File: config.mk
export PLATFORM = sky130hd
export DESIGN_NAME = mem_arbiter
export DESIGN_NICKNAME = d
export VERILOG_FILES = /design/src/rtl/mem_arbiter.sv
export SDC_FILE = /design/constraint.sdc
export NUM_CORES = 1
export LEC_CHECK = 0
export ABC_AREA = 1
export BUFFER_PORTS_ARGS = -buffer_cell sky130_fd_sc_hd__buf_2
export CORE_MARGIN = 2
export CORE_UTILIZATION = 49
export CTS_CLUSTER_SIZE = 12
export DETAILED_ROUTE_END_ITERATION = 8
export PLACE_DENSITY = 0.81
export REMOVE_ABC_BUFFERS = 1
export SKIP_CTS_REPAIR_TIMING = 1
export SLEW_MARGIN = 20
export SYNTH_ARGS = -nofsm -noshare
export SYNTH_HDL_FRONTEND = slang
export SYNTH_SLANG_ARGS = --single-unit
export TNS_END_PERCENT = 100
File: constraint.sdc
create_clock -name CLK -period 2.55 [get_ports CLK]
set_clock_uncertainty 0.2 [all_clocks]
set_input_delay 0.51 -clock CLK [delete_from_list [all_inputs] [get_ports CLK]]
set_output_delay 0.51 -clock CLK [all_outputs]
set_load 0.1 [all_outputs]
File: src/rtl/mem_arbiter.sv
// Shared single-port RAM arbiter for the instruction and data cache ports; data side wins, with starvation guard.
// Optional access watchdog enabled by defining MEMARB_TIMEOUT_EN (adds TIMEOUT parameter and timeout_err port).
module mem_arbiter #(
  parameter int DSTARVE_MAX = 4
`ifdef MEMARB_TIMEOUT_EN
  , parameter int TIMEOUT = 64
`endif
) (
  input  logic        CLK,
  input  logic        RST,
  input  logic        iREN,
  input  logic [31:0] iaddr,
  output logic        iwait,
  output logic [31:0] iload,
  input  logic        dREN,
  input  logic        dWEN,
  input  logic [31:0] daddr,
  input  logic [31:0] dstore,
  output logic        dwait,
  output logic [31:0] dload,
  output logic        ramREN,
  output logic        ramWEN,
  output logic [31:0] ramaddr,
  output logic [31:0] ramstore,
  input  logic [31:0] ramload,
  input  logic [1:0]  ramstate,
`ifdef MEMARB_TIMEOUT_EN
  output logic        timeout_err,
`endif
  output logic        mem_err
);

  localparam int SW = $clog2(DSTARVE_MAX + 1);
  localparam logic [31:0] ERR_WORD = 32'hBAD1BAD1;

  typedef enum logic [1:0] {IDLE, IREAD, DREAD, DWRITE} state_t;

  state_t        r_state, w_next;
  logic [SW-1:0] r_starve;
  logic [31:0]   r_addr, r_store, r_iload, r_dload;
  logic          r_mem_err;
  logic          w_grant_i, w_grant_d, w_done, w_err, w_tmo;
  logic [31:0]   w_load;

`ifdef MEMARB_TIMEOUT_EN
  localparam int TW = $clog2(TIMEOUT + 1);
  logic [TW-1:0] r_tcnt;
  logic          r_timeout_err;

  // Counter sits at zero in IDLE, so it is cleared on every entry to an access state.
  always_ff @(posedge CLK) begin
    if (RST) begin
      r_tcnt        <= '0;
      r_timeout_err <= 1'b0;
    end else begin
      r_tcnt <= (r_state == IDLE) ? '0 : r_tcnt + TW'(1);
      if (w_tmo) r_timeout_err <= 1'b1;
    end
  end

  assign w_tmo = (r_state != IDLE) && (r_tcnt == TW'(TIMEOUT - 1)) &&
                 (ramstate != 2'd2) && (ramstate != 2'd3);
  assign timeout_err = r_timeout_err;
`else
  assign w_tmo = 1'b0;
`endif

  always_comb begin
    w_next    = r_state;
    w_grant_i = 1'b0;
    w_grant_d = 1'b0;
    w_done    = 1'b0;
    w_err     = 1'b0;
    case (r_state)
      IDLE: begin
        if (r_starve == SW'(DSTARVE_MAX) && iREN) begin
          w_next    = IREAD;
          w_grant_i = 1'b1;
        end else if (dWEN) begin
          w_next    = DWRITE;
          w_grant_d = 1'b1;
        end else if (dREN) begin
          w_next    = DREAD;
          w_grant_d = 1'b1;
        end else if (iREN) begin
          w_next    = IREAD;
          w_grant_i = 1'b1;
        end
      end
      default: begin
        if (ramstate == 2'd2 || ramstate == 2'd3 || w_tmo) begin
          w_done = 1'b1;
          w_err  = (ramstate != 2'd2);
          w_next = IDLE;
        end
      end
    endcase
  end

  always_ff @(posedge CLK) begin
    if (RST) begin
      r_state   <= IDLE;
      r_starve  <= '0;
      r_addr    <= '0;
      r_store   <= '0;
      r_iload   <= '0;
      r_dload   <= '0;
      r_mem_err <= 1'b0;
    end else begin
      r_state <= w_next;
      if (w_grant_i) begin
        r_addr   <= iaddr;
        r_starve <= '0;
      end
      if (w_grant_d) begin
        r_addr <= daddr;
        if (dWEN) r_store <= dstore;
        if (!iREN) r_starve <= '0;
        else if (r_starve != SW'(DSTARVE_MAX)) r_starve <= r_starve + SW'(1);
      end
      if (w_done) begin
        if (r_state == IREAD) r_iload <= iload;
        else r_dload <= dload;
        if (w_err) r_mem_err <= 1'b1;
      end
    end
  end

  assign w_load = w_err ? ERR_WORD : ramload;

  always_comb begin
    iwait    = 1'b1;
    dwait    = 1'b1;
    iload    = r_iload;
    dload    = r_dload;
    ramREN   = (r_state == IREAD) || (r_state == DREAD);
    ramWEN   = (r_state == DWRITE);
    ramaddr  = r_addr;
    ramstore = r_store;
    mem_err  = r_mem_err;
    if (w_done) begin
      case (r_state)
        IREAD: begin
          iwait = 1'b0;
          iload = w_load;
        end
        DREAD: begin
          dwait = 1'b0;
          dload = w_load;
        end
        default: begin
          dwait = 1'b0;
          dload = w_err ? ERR_WORD : 32'h0;
        end
      endcase
    end
  end

endmodule

# Word-level counts from Yosys, hierarchy flattened
# Cells that the tools add are included.
# Widths: inputs -> output; s select.
[classes] reduce_logical=11 bitwise_logic=1 n_eq_ne=9 muxes=35 addsub=1
[op_table] cell="$mux 32" count=7
[op_table] cell="$pmux 32 s2" count=1
[op_table] cell="$mux 1" count=17
[op_table] cell="$mux 2" count=6
[op_table] cell="$mux 3" count=4
[op_table] cell="$reduce_and 2->1" count=5
[op_table] cell="$eq 2x2->1 const B" count=4
[op_table] cell="$ne 5x5->1 const B" count=1
[op_table] cell="$reduce_bool 2->1" count=2
[op_table] cell="$add 3x1->3 const B" count=1
[op_table] cell="$eq 3x3->1 const B" count=1
[op_table] cell="$ne 3x3->1 const B" count=1
[op_table] cell="$eq 2x1->1 const B" count=1
[op_table] cell="$logic_not 2->1" count=1
[op_table] cell="$logic_or 1x1->1" count=2
[op_table] cell="$ne 2x2->1 const B" count=1
[op_table] cell="$logic_and 1x1->1" count=1
[op_table] cell="$not 1->1" count=1
[totals] input_bits=135 register_bits=134 output_inout_bits=133

# Longest topological paths before layout
[logic_depth] word_depth=9 depth_mapped=12

# Least setup slack after synthesis
# Ideal clock, no wire load.
[synth_path] path_kind="register -> output" from="register r_state[0]" to="output dload[10]" path_buffers=2 setup_slack_ps=-1410 required_ps=1840 stages_incl_launch_ff=8 arrival_time_ps=3250 path_cell_list="dfxtp_1 inv_1 ha_1 or2_1 buf_2 clkbuf_1 o21ai_0 nor2_1"
[synth_via] elab_chain_cells=5 word_cells_on_any_way=8
[synth_lines] item="start, declared" line="38" source="state_t r_state, w_next;"
[synth_lines] item="start signal, assigned" line="110" source="r_state <= w_next;"
[synth_lines] item="$logic_not 2->1" line="74" source="case (r_state)"
[synth_lines] item="$mux 1" line="74"
[synth_lines] item="$mux 32" line="129" source="assign w_load = w_err ? ERR_WORD : ramload;"
[synth_lines] item="$pmux 32 s2" line="142" source="case (r_state)"
[synth_lines] item="$mux 32 (*)" line="141" source="if (w_done) begin"
[synth_lines] item="end, declared" line="20" source="output logic [31:0] dload,"
# Mark *: on every way between the ends. The rest lies on a longest branch, timed or not.

# Final worst setup path
[layout_path] from="register r_state[0]" to="output dload[25]"
[layout_via] elab_chain_cells=5 word_cells_on_any_way=9
[layout_lines] item="$logic_not 2->1" line="74"
[layout_lines] item="$mux 1" line="74"
[layout_lines] item="$mux 32 (on tied branches)" line="153, 129"
[layout_lines] item="$pmux 32 s2" line="142"
[layout_lines] item="$mux 32 (*)" line="141"
# Marked as above.

==> metrics.md <==
| Metric | Value |
|---|---|
| Pleak | `~5.5 nW` |
| CP startpoint kind | `register` |
| Synthesized instance count | `roughly 1000` |
| Core Box Area | `13100 sq um` |
| Violated checks | `negative setup slack` |
| GR Overflow Total | `0` |
| Antenna cells | `0` |
| RSZ-0062 raised after global routing | `yes` |
| F_max | `322 MHz` |
| Overall die height | `around 120 um` |
| Post-synthesis to final-layout area growth | `63.5%` |
| Die ar. | `~14000 sq um` |
| Critical path arrival | `about 2400 ps` |
| H-tree depth | `4` |
| Clk slew on worst S/H paths | `roughly 70 ps` |
| Measured slew at the worst slew-check pin | `approximately 560 ps` |
| Largest net degree at the start of global routing | `66` |
| Global-route wire length before repair | `about 31 mm` |
| Final WL | `about 25 mm` |
| Final hold violations | `0` |
| CTS tree | `done` |
| Filler Cells Inserted | `about 740` |
| Worst Hold Margin | `approximately 120 ps` |
| DRC Markers | `0` |
| Max_slew headroom | `between 60% and 70%` |
| Kind of critical path | `reg2out` |
| Final setup TNS | `-17620 ps` |
| GP Congestion | `~0.82` |
| Hpwl dp | `around 14 mm` |
| Chip width | `119 um` |
| R2R Path Start | `r_state[0]$_SDFFE_PP0P_` |
| Starting Density | `49.7%` |
| MaxCap Viol Count | `0` |
| Worst hold path class | `in2reg` |
| Final slew viol count | `0` |
| Worst R2R Setup Slack | `roughly 70 ps` |
| Vias per cell | `between 5 and 6` |
| Final ANT Viol Nets | `0` |
| Detailed Routing Iterations Pass 1 | `5` |
| Commonest non-fill, non-tap cells in the layout | `235 x nand2_1, 200 x buf_2, 132 x dfxtp_1` |
| Worst VDD drop | `625 uV` |
| Num ports | `between 200 and 300` |
| Hold path endpoint | `ramstore[25]$_SDFFE_PP0P_` |
| R2R cell count | `9` |
| Cells after DPL | `~1400` |
| Most common cell after layout, fill and taps aside | `nand2_1` |
| Final std cells w/o fill | `between 1000 and 1500` |
| Yosys warns | `0` |
| Yosys cell types | `26` |
| Worst-skew pair later-pin latency | `about 430 ps` |
| Floorplan row count | `42` |
| Number of global-route vias before repair | `a little under 7000` |
| CP Max Fanout | `6` |
| Number of setup violations in the final report | `64` |
| I/O Buffers | `~270` |
| Syn avg cell area | `6.48 sq um` |
| Power density cells | `808 nW/um^2` |
| Final min period | `3100 ps` |
| Post-route setup slack | `-553 ps` |
| Worst r2r dst | `r_dload[0]$_SDFFE_PP0P_` |
| Seq cells post-synth | `134` |
| Seq/Total Area, Yosys | `roughly two fifths` |
| Clock Tree Root | `clkbuf_16` |
| CP Capture Type | `output port` |
| Worst hold path depth | `3` |
| Post-DR wirelength/cell | `approximately 17 um` |
| GRT Total Usage | `~27%` |
| CTS Buf Count | `17` |
| DRT iter0 DRCs | `between 800 and 900` |
| Clock sinks | `134` |
| Initial antenna violation count | `0` |
| Status | `finished with violations` |
| Critical path origin | `r_state[0]$_SDFFE_PP0P_` |
| Final Cycle Share | `122%` |
| Worst-case clock buffer depth | `2` |
| Layout cell share with drive strength beyond 1 | `between 30 and 40%` |
| WP data required | `1840 ps` |
| NumNets Final | `1441` |
| Area of the mapped netlist | `6520 sq um` |
| Hold Startpoint | `dstore[25]` |
| Vias | `8066` |
metrics by stage:
step                      instance area (sq um)  util [%]  setup WS [ps]  total power [mW]
after floorplan                            6220         -          -3170              4.85
after global placement                     9170      69.8           70.8              5.78
after detailed placement                   9170      69.8           23.3              5.83
after CTS                                  9750      74.2           -513              8.21
after global routing                      10700      81.2           -617              8.90
final                                     10700      81.2           -553              8.62
worst max-delay path: stages (launching register included):
cell and delay (ps):
dfxtp_2 340, inv_2 50, ha_4 170, inv_2 60, nand3_4 170, clkbuf_16 240, nand2_2 80, nand2_1 80
nand2_1 90, nand2_1 110, nand2_2 120, o21a_1 220, buf_12 200
metal layers:
| layer | routed length (um) | share of wire, % | global-route usage (%) |
|---|---|---|---|
| met1 | 9090 | 36 | 31.1 |
| met2 | 12300 | 48 | 47.5 |
| met3 | 2470 | 9.7 | 7.09 |
| met4 | 1560 | 6.1 | 12.0 |
| met5 | 0 | 0 | 0 |
Yosys cell counts (all sizes together):
cell    count  area share, %
nand2     314             18
or2        15            1.4
nand3       5           0.38
a31oi      14            1.3
ha          6            1.2
dfxtp     134             41
a211oi     14            1.6
nand3b      2           0.23
o21a       19            2.3
buf        35            3.0
o21ai      79            6.1
nor2      123            7.2
a21oi      90            6.9
inv       127            7.3
nor3        2           0.15
clkbuf     27            1.6
worst max-delay path by stage:
stage	depth (start not counted)	endpoint	slack [ps]
floorplan	8	iload[10]	-3170
global placement	10	iload[19]	70
detailed placement	10	iload[8]	20
CTS	12	dload[29]	-510
global route	10	dload[30]	-620
finish	12	dload[25]	-550
final cells by class:
type	instances	area [sq um]	share of cell area (%)
clock buffer	17	425	3.99
clock inverter	15	151	1.42
inverter	127	485	4.55
multi-input combinational	683	3570	33.5
sequential	134	2690	25.2
tap	176	220	2.06
timing repair buffer	337	3130	29.3
power by group:
part	total [mW]	switching [mW]	internal (mW)
Sequential	2.40	0.100	2.30
Combinational	3.81	2.80	1.01
Clock	2.41	1.11	1.31
state kept, by name, indices dropped and copies added, names as in the netlist:
name and cells:
r_iload 32, r_dload 32, r_starve 3, r_state 2
mem_err 1, ramstore 32, ramaddr 32
cell families after synthesis:
kind of cell	after synthesis	share of synthesized area (%)
and+or+nand+nor	461	27.6
adders and majority gates	6	1.15
AOI/OAI and AO/OA	216	18.2
DFF	134	41.1
buffers and inverters	189	11.9
No activity file was read; power rests on OpenSTA's default activity.
